### config.mk
export PLATFORM = sky130hd
export DESIGN_NAME = mc_stream_arbiter
export DESIGN_NICKNAME = d
export VERILOG_FILES = /design/src/rtl/mc_stream_pkg.sv /design/src/rtl/sync_fifo.sv /design/src/rtl/mc_stream_arbiter.sv
export SDC_FILE = /design/constraint.sdc
export NUM_CORES = 1
export LEC_CHECK = 0
export CAP_MARGIN = 40
export CORE_MARGIN = 1.5
export CORE_UTILIZATION = 45
export DETAILED_ROUTE_END_ITERATION = 8
export GPL_TIMING_DRIVEN = 0
export PLACE_DENSITY = 0.71
export SETUP_SLACK_MARGIN = 0.3
export SLEW_MARGIN = 20
export SYNTH_ARGS = -nofsm -noshare
export SYNTH_HDL_FRONTEND = slang
export SYNTH_SLANG_ARGS = --single-unit
### constraint.sdc
create_clock -name clk -period 5.75 [get_ports clk]
set_input_delay 1.15 -clock clk [delete_from_list [all_inputs] [get_ports clk]]
set_output_delay 1.15 -clock clk [all_outputs]
set_load 0.02 [all_outputs]
### src/rtl/mc_stream_pkg.sv
// Shared constants, arbitration mode type and the round-robin pick helper
// for the multi-channel stream arbiter.
package mc_stream_pkg;

    localparam int unsigned NUM_CH     = 4;
    localparam int unsigned FIFO_DEPTH = 4;
    localparam int unsigned CHW        = $clog2(NUM_CH);
    localparam int unsigned LW         = $clog2(FIFO_DEPTH + 1);
    localparam int unsigned MAX_CH     = 32;

    typedef enum logic {
        ARB_RR    = 1'b0,
        ARB_FIXED = 1'b1
    } arb_mode_e;

    // First requester found scanning upward from ptr, wrapping modulo n.
    // Returns ptr when nothing requests; callers mask that case.
    function automatic int unsigned rr_pick(input logic [MAX_CH-1:0] req,
                                            input int unsigned ptr,
                                            input int unsigned n);
        int unsigned idx;
        int unsigned off;
        rr_pick = ptr;
        for (int unsigned k = 0; k < MAX_CH; k++) begin
            off = MAX_CH - 1 - k;
            if (off < n) begin
                idx = (ptr + off) % n;
                if (req[idx[4:0]]) begin
                    rr_pick = idx;
                end
            end
        end
    endfunction

endpackage

### src/rtl/sync_fifo.sv
// Single-clock FIFO with wrap-bit pointers, occupancy level and synchronous flush.
module sync_fifo #(
    parameter int unsigned DW    = 8,
    parameter int unsigned DEPTH = 4
) (
    input  logic                           clk,
    input  logic                           rst_n,
    input  logic                           flush,
    input  logic                           push,
    input  logic [DW-1:0]                  wdata,
    input  logic                           pop,
    output logic [DW-1:0]                  rdata,
    output logic                           full,
    output logic                           empty,
    output logic [$clog2(DEPTH+1)-1:0]     level
);

    localparam int unsigned AW    = $clog2(DEPTH);
    localparam int unsigned LVL_W = $clog2(DEPTH + 1);

    logic [DW-1:0] mem_q [DEPTH];
    logic [AW:0]   wr_ptr_q, wr_ptr_d;
    logic [AW:0]   rd_ptr_q, rd_ptr_d;
    logic          do_push, do_pop;

    assign empty   = (wr_ptr_q == rd_ptr_q);
    assign full    = (wr_ptr_q[AW] != rd_ptr_q[AW]) && (wr_ptr_q[AW-1:0] == rd_ptr_q[AW-1:0]);
    // Power-of-two depth makes the pointer difference exactly LVL_W bits wide.
    assign level   = LVL_W'(wr_ptr_q - rd_ptr_q);
    assign rdata   = mem_q[rd_ptr_q[AW-1:0]];
    assign do_push = push && !full && !flush;
    assign do_pop  = pop && !empty && !flush;

    always_comb begin
        wr_ptr_d = wr_ptr_q;
        rd_ptr_d = rd_ptr_q;
        if (flush) begin
            wr_ptr_d = '0;
            rd_ptr_d = '0;
        end else begin
            if (do_push) wr_ptr_d = wr_ptr_q + 1'b1;
            if (do_pop)  rd_ptr_d = rd_ptr_q + 1'b1;
        end
    end

    always_ff @(posedge clk or negedge rst_n) begin
        if (!rst_n) begin
            wr_ptr_q <= '0;
            rd_ptr_q <= '0;
        end else begin
            wr_ptr_q <= wr_ptr_d;
            rd_ptr_q <= rd_ptr_d;
        end
    end

    always_ff @(posedge clk) begin
        if (do_push) begin
            mem_q[wr_ptr_q[AW-1:0]] <= wdata;
        end
    end

endmodule

### src/rtl/mc_stream_arbiter.sv
// N-channel stream merger: per-channel FIFOs arbitrated (round-robin or fixed
// priority) into one registered, channel-tagged valid/ready output.
module mc_stream_arbiter
    import mc_stream_pkg::*;
#(
    parameter int unsigned N_CH  = NUM_CH,
    parameter int unsigned DW    = 8,
    parameter int unsigned DEPTH = FIFO_DEPTH
) (
    input  logic                                clk,
    input  logic                                rst_n,
    input  logic                                mode_i,
    input  logic                                flush_i,
    input  logic [N_CH-1:0]                     in_valid_i,
    output logic [N_CH-1:0]                     in_ready_o,
    input  logic [N_CH*DW-1:0]                  in_data_i,
    output logic                                out_valid_o,
    input  logic                                out_ready_i,
    output logic [DW-1:0]                       out_data_o,
    output logic [$clog2(N_CH)-1:0]             out_ch_o,
    output logic [N_CH*$clog2(DEPTH+1)-1:0]     level_o
);

    localparam int unsigned CH_W  = $clog2(N_CH);
    localparam int unsigned LVL_W = $clog2(DEPTH + 1);

    logic [N_CH-1:0] push, pop, full, empty;
    logic [DW-1:0]   rdata [N_CH];

    logic [MAX_CH-1:0] req_ext;
    logic              load;
    arb_mode_e         mode;
    logic [CH_W-1:0]   grant;

    logic              out_valid_q, out_valid_d;
    logic [DW-1:0]     out_data_q, out_data_d;
    logic [CH_W-1:0]   out_ch_q, out_ch_d;
    logic [CH_W-1:0]   rr_ptr_q, rr_ptr_d;

    for (genvar c = 0; c < N_CH; c++) begin : g_ch
        // Ready is purely registered state plus flush, so downstream ready
        // never reaches the input handshake combinationally.
        assign in_ready_o[c] = !full[c] && !flush_i;
        assign push[c]       = in_valid_i[c] && in_ready_o[c];

        sync_fifo #(
            .DW    (DW),
            .DEPTH (DEPTH)
        ) u_fifo (
            .clk   (clk),
            .rst_n (rst_n),
            .flush (flush_i),
            .push  (push[c]),
            .wdata (in_data_i[c*DW +: DW]),
            .pop   (pop[c]),
            .rdata (rdata[c]),
            .full  (full[c]),
            .empty (empty[c]),
            .level (level_o[c*LVL_W +: LVL_W])
        );
    end

    always_comb begin
        req_ext           = '0;
        req_ext[N_CH-1:0] = ~empty;
        mode              = arb_mode_e'(mode_i);
        load              = (!out_valid_q || out_ready_i) && (|(~empty)) && !flush_i;

        if (mode == ARB_FIXED) begin
            grant = CH_W'(rr_pick(req_ext, 0, N_CH));
        end else begin
            grant = CH_W'(rr_pick(req_ext, 32'(rr_ptr_q), N_CH));
        end

        pop = '0;
        if (load) pop[grant] = 1'b1;

        out_valid_d = out_valid_q;
        out_data_d  = out_data_q;
        out_ch_d    = out_ch_q;
        rr_ptr_d    = rr_ptr_q;

        if (flush_i) begin
            out_valid_d = 1'b0;
            rr_ptr_d    = '0;
        end else if (load) begin
            out_valid_d = 1'b1;
            out_data_d  = rdata[grant];
            out_ch_d    = grant;
            if (mode == ARB_RR) begin
                rr_ptr_d = CH_W'((32'(grant) + 32'd1) % N_CH);
            end
        end else if (out_ready_i) begin
            out_valid_d = 1'b0;
        end
    end

    always_ff @(posedge clk or negedge rst_n) begin
        if (!rst_n) begin
            out_valid_q <= 1'b0;
            out_data_q  <= '0;
            out_ch_q    <= '0;
            rr_ptr_q    <= '0;
        end else begin
            out_valid_q <= out_valid_d;
            out_data_q  <= out_data_d;
            out_ch_q    <= out_ch_d;
            rr_ptr_q    <= rr_ptr_d;
        end
    end

    assign out_valid_o = out_valid_q;
    assign out_data_o  = out_data_q;
    assign out_ch_o    = out_ch_q;

endmodule

Yosys cells after proc, flatten, opt, wreduce, memory -nomap -nowiden:

Memories as Yosys holds them, arrays and structs flattened.
Index checks and enable logic that the tools add are counted.

* bitwise operators: 3
* shift operators: 0
* $lt $le $gt $ge: 7
* muxes and demuxes: 53
* reduce and logical (&&, ||, !) cells: 55
* eq/ne operators: 13
* $add $sub $neg: 16
* divide/modulo/power cells: 0
* multiply operators: 0

Operators by type and width (number)
* $mux W3: 16
* $logic_and A1 B1 Y1: 31
* $add A3 B1 Y3 const B: 8
* $lt A2 B6 Y1 const B: 4
* $mux W2: 12
* $reduce_bool A2 Y1: 9
* $bmux W8 S2: 1
* $mux W1: 16
* $mux W8: 2
* $eq A3 B3 Y1: 4
* $sub A3 B3 Y3: 4
* $logic_not A1 Y1: 10
* $bmux W1 S2: 4
* $eq A2 B2 Y1: 4
* $add A2 B1 Y2 const B: 2
* $add A2 B2 Y2 const B: 2
* $mux W4: 1
* $ne A1 B1 Y1: 4
* $not A4 Y4: 1
* $reduce_and A2 Y1: 2
* $reduce_or A4 Y1: 1
* $ge A3 B3 Y1 const B: 1
* $lt A2 B3 Y1 const B: 1
* $not A2 Y3: 1
* 6 further kinds: 6

* input bits: 41
* output and inout port bits: 27
* RAM bits: 128
* latch bits: 0
* ROM bits: 0
* register bits after elaboration: 37
* logic and storage cells: 163
* memories kept: 4

Memories
* g_ch[0].u_fifo.mem_q: depth 4, bits a word 8, read ports 1, clocked after Yosys merged registers in 0, write ports 1, RTL line sync_fifo.sv:21 `logic [DW-1:0] mem_q [DEPTH];`
* g_ch[1].u_fifo.mem_q: depth 4, bits a word 8, read ports 1, clocked after Yosys merged registers in 0, write ports 1, RTL line sync_fifo.sv:21
* g_ch[2].u_fifo.mem_q: depth 4, bits a word 8, read ports 1, clocked after Yosys merged registers in 0, write ports 1, RTL line sync_fifo.sv:21
* g_ch[3].u_fifo.mem_q: depth 4, bits a word 8, read ports 1, clocked after Yosys merged registers in 0, write ports 1, RTL line sync_fifo.sv:21

Logic depth before layout (Yosys ltp):

Gate-level depths: netlist of the first run.

* depth in word-level cells: 18
* gate-level depth with buffers: 11
* mapped depth without buffers: 8

Hierarchy:

A second synthesis of the first run with hierarchy kept.

* cell total of the unflattened synthesis: 550
* area, all modules: 7987.7 sq um

Modules (own cells, without submodules)
* sync_fifo (g_ch[1].u_fifo): times used 1, area each 1729.2 sq um, seq. area each 1111.1 sq um, cells an instance 106
* sync_fifo (g_ch[2].u_fifo): times used 1, area each 1715.4 sq um, seq. area each 1111.1 sq um, cells an instance 105
* sync_fifo (g_ch[0].u_fifo): times used 1, area each 1712.9 sq um, seq. area each 1111.1 sq um, cells an instance 105
* sync_fifo (g_ch[3].u_fifo): times used 1, area each 1711.6 sq um, seq. area each 1111.1 sq um, cells an instance 105
* mc_stream_arbiter: times used 1, area each 1118.6 sq um, seq. area each 325.3 sq um, cells an instance 129

Worst setup path before layout of the first run:

OpenSTA, ideal clock, no wires.

* path type: reg-to-output
* start point: register g_ch[0].u_fifo.rd_ptr_q[1]
* end point: output in_ready_o[0]
* path slack: 2842 ps
* cell stages (with the launch flop): 7
* arrival: 1758 ps
* cell sequence: dfrtp_1 clkbuf_1 inv_1 ha_1 and2_1 nor2b_1 nor2_1

* longest elaborated chain between the ends: 4

RTL lines
* start: declaration: RTL line sync_fifo.sv:23 `logic [AW:0] rd_ptr_q, rd_ptr_d;`
* start signal: assignment: RTL line sync_fifo.sv:52 `rd_ptr_q <= rd_ptr_d;`
* $eq A2 B2 Y1: RTL line sync_fifo.sv:27 `assign full = (wr_ptr_q[AW] != rd_ptr_q[AW]) && (wr_ptr_q[AW-1:0] == rd_ptr_q[AW-1:0]);`
* $logic_and A1 B1 Y1: RTL line sync_fifo.sv:27
* $logic_not A1 Y1: RTL line mc_stream_arbiter.sv:43 `assign in_ready_o[c] = !full[c] && !flush_i;`
* $logic_and A1 B1 Y1: RTL line mc_stream_arbiter.sv:43
* end: declaration: RTL line mc_stream_arbiter.sv:15 `output logic [N_CH-1:0] in_ready_o,`

No other way between the ends.

Worst setup path in the final report of the first run:

* start point: input flush_i
* end point: output in_ready_o[2]

* longest elaborated chain between the ends: 2

RTL lines
* start: declaration: RTL line mc_stream_arbiter.sv:13 `input logic flush_i,`
* $logic_not A1 Y1: RTL line mc_stream_arbiter.sv:43
* $logic_and A1 B1 Y1: RTL line mc_stream_arbiter.sv:43

No other way between the ends.

==> metrics.cfg, run 1 <==
[synthesis]
synthesis.instances = 460
synth_edf_count = 128
synth.distinct_cells = 49
yosysSeqAreaShare = 0.643
syn_nets = 533
ys_warn_count = 0
synthesis.area_sq_um = 7420
syn_avg_cell_area_sq_um = 16.1
async_reset_ff_frac = 0.224
synth-seq-cells = 165
synth_top_flop_cell = edfxtp_1

[detailed_routing]
wl_um = 16500
viasPerCell = 5.70
drt_iter0_drc = 372
post_drt_wl_per_cell_um = 21.1
first_pass_iters = 5
num_vias = 4443
wl_met1_um = 7130
dr_wl_met2_um = 8180
drc = 0
ant_nets = 0
dr.max_layer_used = met4
dr_wl_met3_um = 857

[clock_network]
post_cts_buffers = 0
cts_sinks = 165
hold_buffers = 0
cts_resized = 0
cts_root_buf = clkbuf_16
clk_path_buf_depth = 2
clk_pin_slew_ps = 60
h-tree-depth = 4
clk_latency_ps = 430
cts_tree = done
cts_buffers = 17

[power_and_ir_drop]
vdd_drop_max_uv = 336
leakagePower_nw = 3.29
power_mw = 3.81
powerDensity_nw_per_um2 = 422

[grt]
grt_usage = 0.201
grt_antenna_before_repair = 0
grt_pass1_wl_um = 26000
grt_pass1_vias = 4617
grt.overflow.total = 0
grt_max_degree = 33

[die]
die_x_um = 131
die_y_um = 131
start_util = 0.464
std_cell_rows = 46
pin_count = 68
core_area_sq_um = 16000
die-area_sq_um = 17300

[timing]
finClkSkew_ps = 6.21
fmax_mhz = 234
slew_viol_final = 0
fin_crit_ps = 4270
relSlewSlack = 0.412
fin_crit_sh = 0.743
finalSetupViolCount = 0
tightest_slew_ps = 882
rsz0062_at_grt = false
hold_viol_final = 0
tns_ps = 0

[job]
drv_cap = 0

[worst_hold_path]
hold_path_class = reg -> reg
holdPathStages = 1

[worst_setup_path]
endpoint_kind = primary output
critPathMaxFanout = 10
worstRegToRegCells = 11
critPathLaunchType = primary input
critPathArrivalTime_ps = 3120
setup.worst_path.class = in -> out
required_ps = 4600

[finish]
nets = 623
antenna_cells = 0
areaGrowthSynthToFinish_pct = 21.6
nFillCells = 1278
drive_gt1_frac = 0.155

[status]
status = finished clean

[placement]
io_buffers = 66
dp_hpwl_um = 11300
gp_congestion = 0.837

[area by class of cell]
cell class	count	area [sq um]	area share
inverters	20	75.1	0.00832
clock buffers	17	425	0.0471
well taps	216	270	0.0299
plain buffers	25	120	0.0133
multi-input cells	250	2460	0.272
repair buffers	71	721	0.0798
flip-flops and latches	165	4770	0.528
clock inverters	15	189	0.0209
[metal layers]
| layer | global-route usage | vias to the layer above |
|---|---|---|
| li1 | - | 1998 |
| met1 | 0.267 | 2265 |
| met4 | 0.0648 | 0 |
| met3 | 0.0482 | 31 |
| met2 | 0.328 | 149 |
| met5 | 0 | - |
[metrics by stage]
| stage | util | worst slack, ps | area [sq um] | hold WS, ps | cells |
|---|---|---|---|---|---|
| floorplan | - | 2840 | 7420 | 467 | 460 |
| global placement | 0.522 | 1490 | 8350 | 482 | 742 |
| finish | 0.564 | 1480 | 9030 | 520 | 779 |
| global route | 0.564 | 1290 | 9030 | 531 | 779 |
| CTS | 0.561 | 1450 | 8980 | 524 | 775 |
| detailed placement | 0.523 | 1460 | 8370 | 509 | 743 |
[layout by cell type (no fill, tap or decap), types with 3 or more instances in the layout]
cell type	Yosys	layout
edfxtp_1	128	128
clkdlybuf4s50_1	0	65
dfrtp_1	37	37
mux4_2	32	32
ha_1	28	28
inv_1	20	20
nor2_1	18	18
and3_1	17	17
clkbuf_16	0	17
a311oi_1	16	16
o31ai_1	13	13
mux2i_1	13	13
clkbuf_1	11	11
a21oi_1	11	11
nor2b_1	10	10
xnor2_1	9	9
nand2_1	9	9
o22ai_1	9	9
nand4_1	8	8
buf_2	6	7
and2_1	6	6
buf_6	2	6
buf_1	5	5
nor3_1	5	5
inv_6	0	5
a31oi_1	4	4
nand2b_1	4	4
or4_1	4	4
fa_1	4	4
a21o_1	3	3
[power by group]
part	total (mW)	switching, mW	internal [mW]
registers	1.44	0.0598	1.38
logic	1.20	0.696	0.506
clock network	1.17	0.508	0.660
[final timing paths]
check	start	to	slack [ps]
worst min register to register	g_ch[2].u_fifo.rd_ptr_q[2]$_DFFE_PN0P_	g_ch[2].u_fifo.rd_ptr_q[2]$_DFFE_PN0P_	520
min in group asynchronous	rst_n	g_ch[3].u_fifo.wr_ptr_q[0]$_DFFE_PN0P_	560
max in group asynchronous	rst_n	g_ch[1].u_fifo.wr_ptr_q[0]$_DFFE_PN0P_	4750
worst min-delay path	g_ch[2].u_fifo.rd_ptr_q[2]$_DFFE_PN0P_	g_ch[2].u_fifo.rd_ptr_q[2]$_DFFE_PN0P_	520
worst max register to register	g_ch[0].u_fifo.rd_ptr_q[1]$_DFFE_PN0P_	out_data_o[0]$_DFFE_PN0P_	2170
worst max-delay path	flush_i	in_ready_o[2]	1480
[critical path, stage by stage]
cell and delay (ps):
clkdlybuf4s50_1 650, clkbuf_1 500, nor2_1 210, clkdlybuf4s50_1 610
[state kept, by name, summed over array words and instances, names as in the netlist]
register,cells
out_ch_o,2
g_ch.u_fifo.mem_q,128
out_data_o,8
out_valid_o,1
g_ch.u_fifo.rd_ptr_q,12
g_ch.u_fifo.wr_ptr_q,12
rr_ptr_q,2
[cell families (layout without fill, tap and decap cells)]
kind of cell / after synthesis / after routing / synth area share
compound gates: 69 / 69 / 0.0691
fa+ha+maj: 32 / 32 / 0.0580
xor+xnor: 13 / 13 / 0.0174
simple gates: 90 / 90 / 0.0705
buf+inv: 45 / 148 / 0.0263
flops: 165 / 165 / 0.643
mux: 46 / 46 / 0.116
[synth_stat cells (all sizes together) (10+ instances only)]
master,n,area [sq um]
a21oi,11,55.1
a311oi,17,155
and3,18,118
buf,14,78.8
clkbuf,11,41.3
dfrtp,37,926
edfxtp,128,3840
ha,28,350
inv,20,75.1
mux2i,13,130
mux4,32,721
nor2,18,67.6
nor2b,10,62.6
o31ai,13,97.6
(Power assumes the default switching activity.)
==> inputs of run 2 (changes only) <==
- clock period: 5.75 -> 4 ns (I/O delays scaled with it)
==> metrics.cfg, run 2 (synthesis results as in run 1) <==
[finish]
antenna_cells = 0
largest_reg_flops = 128
areaGrowthSynthToFinish_pct = 21.8
final_common_cell = edfxtp_1
drive_gt1_frac = 0.165
nFillCells = 1274
final_cell_mix = edfxtp_1, clkdlybuf4s50_1, dfrtp_1
nets = 623
fin_cells = 779
fin_util = 0.565

[worst_setup_path]
cpMaxStageDelayCell = clkdlybuf4s50_1
path_buf_inv = 3
cpMostUsedCell = clkdlybuf4s50_1
reg2reg_from = g_ch[0].u_fifo.rd_ptr_q[1]$_DFFE_PN0P_
setup.worst_path.class = in -> out
critPathArrivalTime_ps = 2840
required_ps = 3200
crit_family = buffers and inverters
startpoint = flush_i
endpoint_kind = primary output
slowest_delay_ps = 700
critPathMaxFanout = 10
path_cells = clkdlybuf4s50_1 > clkbuf_1 > nor2_1 > clkdlybuf4s50_1
critPathLaunchType = primary input

[detailed_routing]
ant_nets = 0
viasPerCell = 5.69
first_pass_iters = 5
wl_um = 16500
num_vias = 4436
post_drt_wl_per_cell_um = 21.1
drt_iter0_drc = 407
drc = 0

[timing]
fin_ws_ps = 361
tns_ps = 0
hold_viol_final = 0
fmax_mhz = 275
fin_crit_sh = 0.910
relSlewSlack = 0.417
fin_crit_ps = 3640
hold_ws_ps = 205
tightest_slew_ps = 875
rsz0062_at_grt = true
finClkSkew_ps = 8.00
slew_viol_final = 0
finalSetupViolCount = 0

[job]
drv_cap = 0

[placement]
gp_congestion = 0.837
io_buffers = 66
dp_slack_ps = 408
place_inst = 743
dp_hpwl_um = 11300

[die]
start_util = 0.464
die_y_um = 131
core_area_sq_um = 16000
std_cell_rows = 46
pin_count = 68
die-area_sq_um = 17300
die_x_um = 131

[grt]
grt_pass1_vias = 4607
grt_max_degree = 33
grt.overflow.total = 0
grt_pass1_wl_um = 26000
grt_antenna_before_repair = 0
grt_usage = 0.201

[power_and_ir_drop]
leakagePower_nw = 3.31
vdd_drop_max_uv = 483
powerDensity_nw_per_um2 = 606

[clock_network]
h-tree-depth = 4
clk_path_buf_depth = 2
clk_latency_ps = 430
cts_root_buf = clkbuf_16
hold_buffers = 0
cts_sinks = 165
cts_tree = done
clk_pin_slew_ps = 70
cts_buffers = 17

[status]
status = finished clean

[worst_hold_path]
hold_path_class = in -> async

## run 2: changes by cell type in the layout (fill, tap and decap cells not counted), sizes merged
| cell | previous run | this run |
|---|---|---|
| buf | 20 | 21 |
| clkbuf | 28 | 27 |
## run 2: final cells by class
type                    instances  area, sq um  share of cell area
clock buffers                  17          425              0.0471
clock inverters                15          189              0.0209
multi-input cells             250         2470               0.273
well taps                     216          270              0.0299
repair buffers                 71          721              0.0797
inverters                      20         75.1             0.00830
flip-flops and latches        165         4770               0.528
plain buffers                  25          125              0.0138
## run 2: where the power goes
| part | switching [mW] | total, mW | internal [mW] |
|---|---|---|---|
| logic | 0.998 | 1.73 | 0.728 |
| registers | 0.0855 | 2.07 | 1.98 |
| clock network | 0.734 | 1.68 | 0.948 |
## run 2: path summary, 6_finish.rpt
path | end | slack [ps] | cells after the start
min in group clk | g_ch[2].u_fifo.rd_ptr_q[2]$_DFFE_PN0P_ | 520 | 1
worst max-delay path | in_ready_o[2] | 360 | 4
worst min register to register | g_ch[2].u_fifo.rd_ptr_q[2]$_DFFE_PN0P_ | 520 | 1
max in group asynchronous | g_ch[1].u_fifo.wr_ptr_q[0]$_DFFE_PN0P_ | 3360 | 2
worst max register to register | out_data_o[0]$_DFFE_PN0P_ | 690 | 11
worst min-delay path | g_ch[3].u_fifo.wr_ptr_q[0]$_DFFE_PN0P_ | 210 | 1
## run 2: worst reg2reg max path, cell delays in order, from the launching register on
cell and delay [ps]:
dfrtp_1 440, buf_2 300, inv_1 80, ha_1 270, and2_1 180, nand2_1 120
nor4b_1 500, a211o_1 170, buf_2 190, buf_2 340, mux2i_1 430, o22ai_1 160
## run 2: routing by layer
layer  GRT usage  share of wire  wire [um]
met1       0.269           0.43       7060
met3      0.0463          0.055        902
met5           0              0          0
met4      0.0617          0.013        216
met2       0.331           0.50       8290
## run 2: through the flow
step	area (sq um)	total power, mW
floorplan	7420	3.15
CTS	8990	5.45
global placement	8350	3.72
finish	9040	5.48
global route	9040	5.70
detailed placement	8370	3.77
## run 2: repair_timing
item                                    4_1_cts  5_1_grt
resized for setup                             4        3
buffers inserted                              0        0
endpoints found under the setup margin        4        2
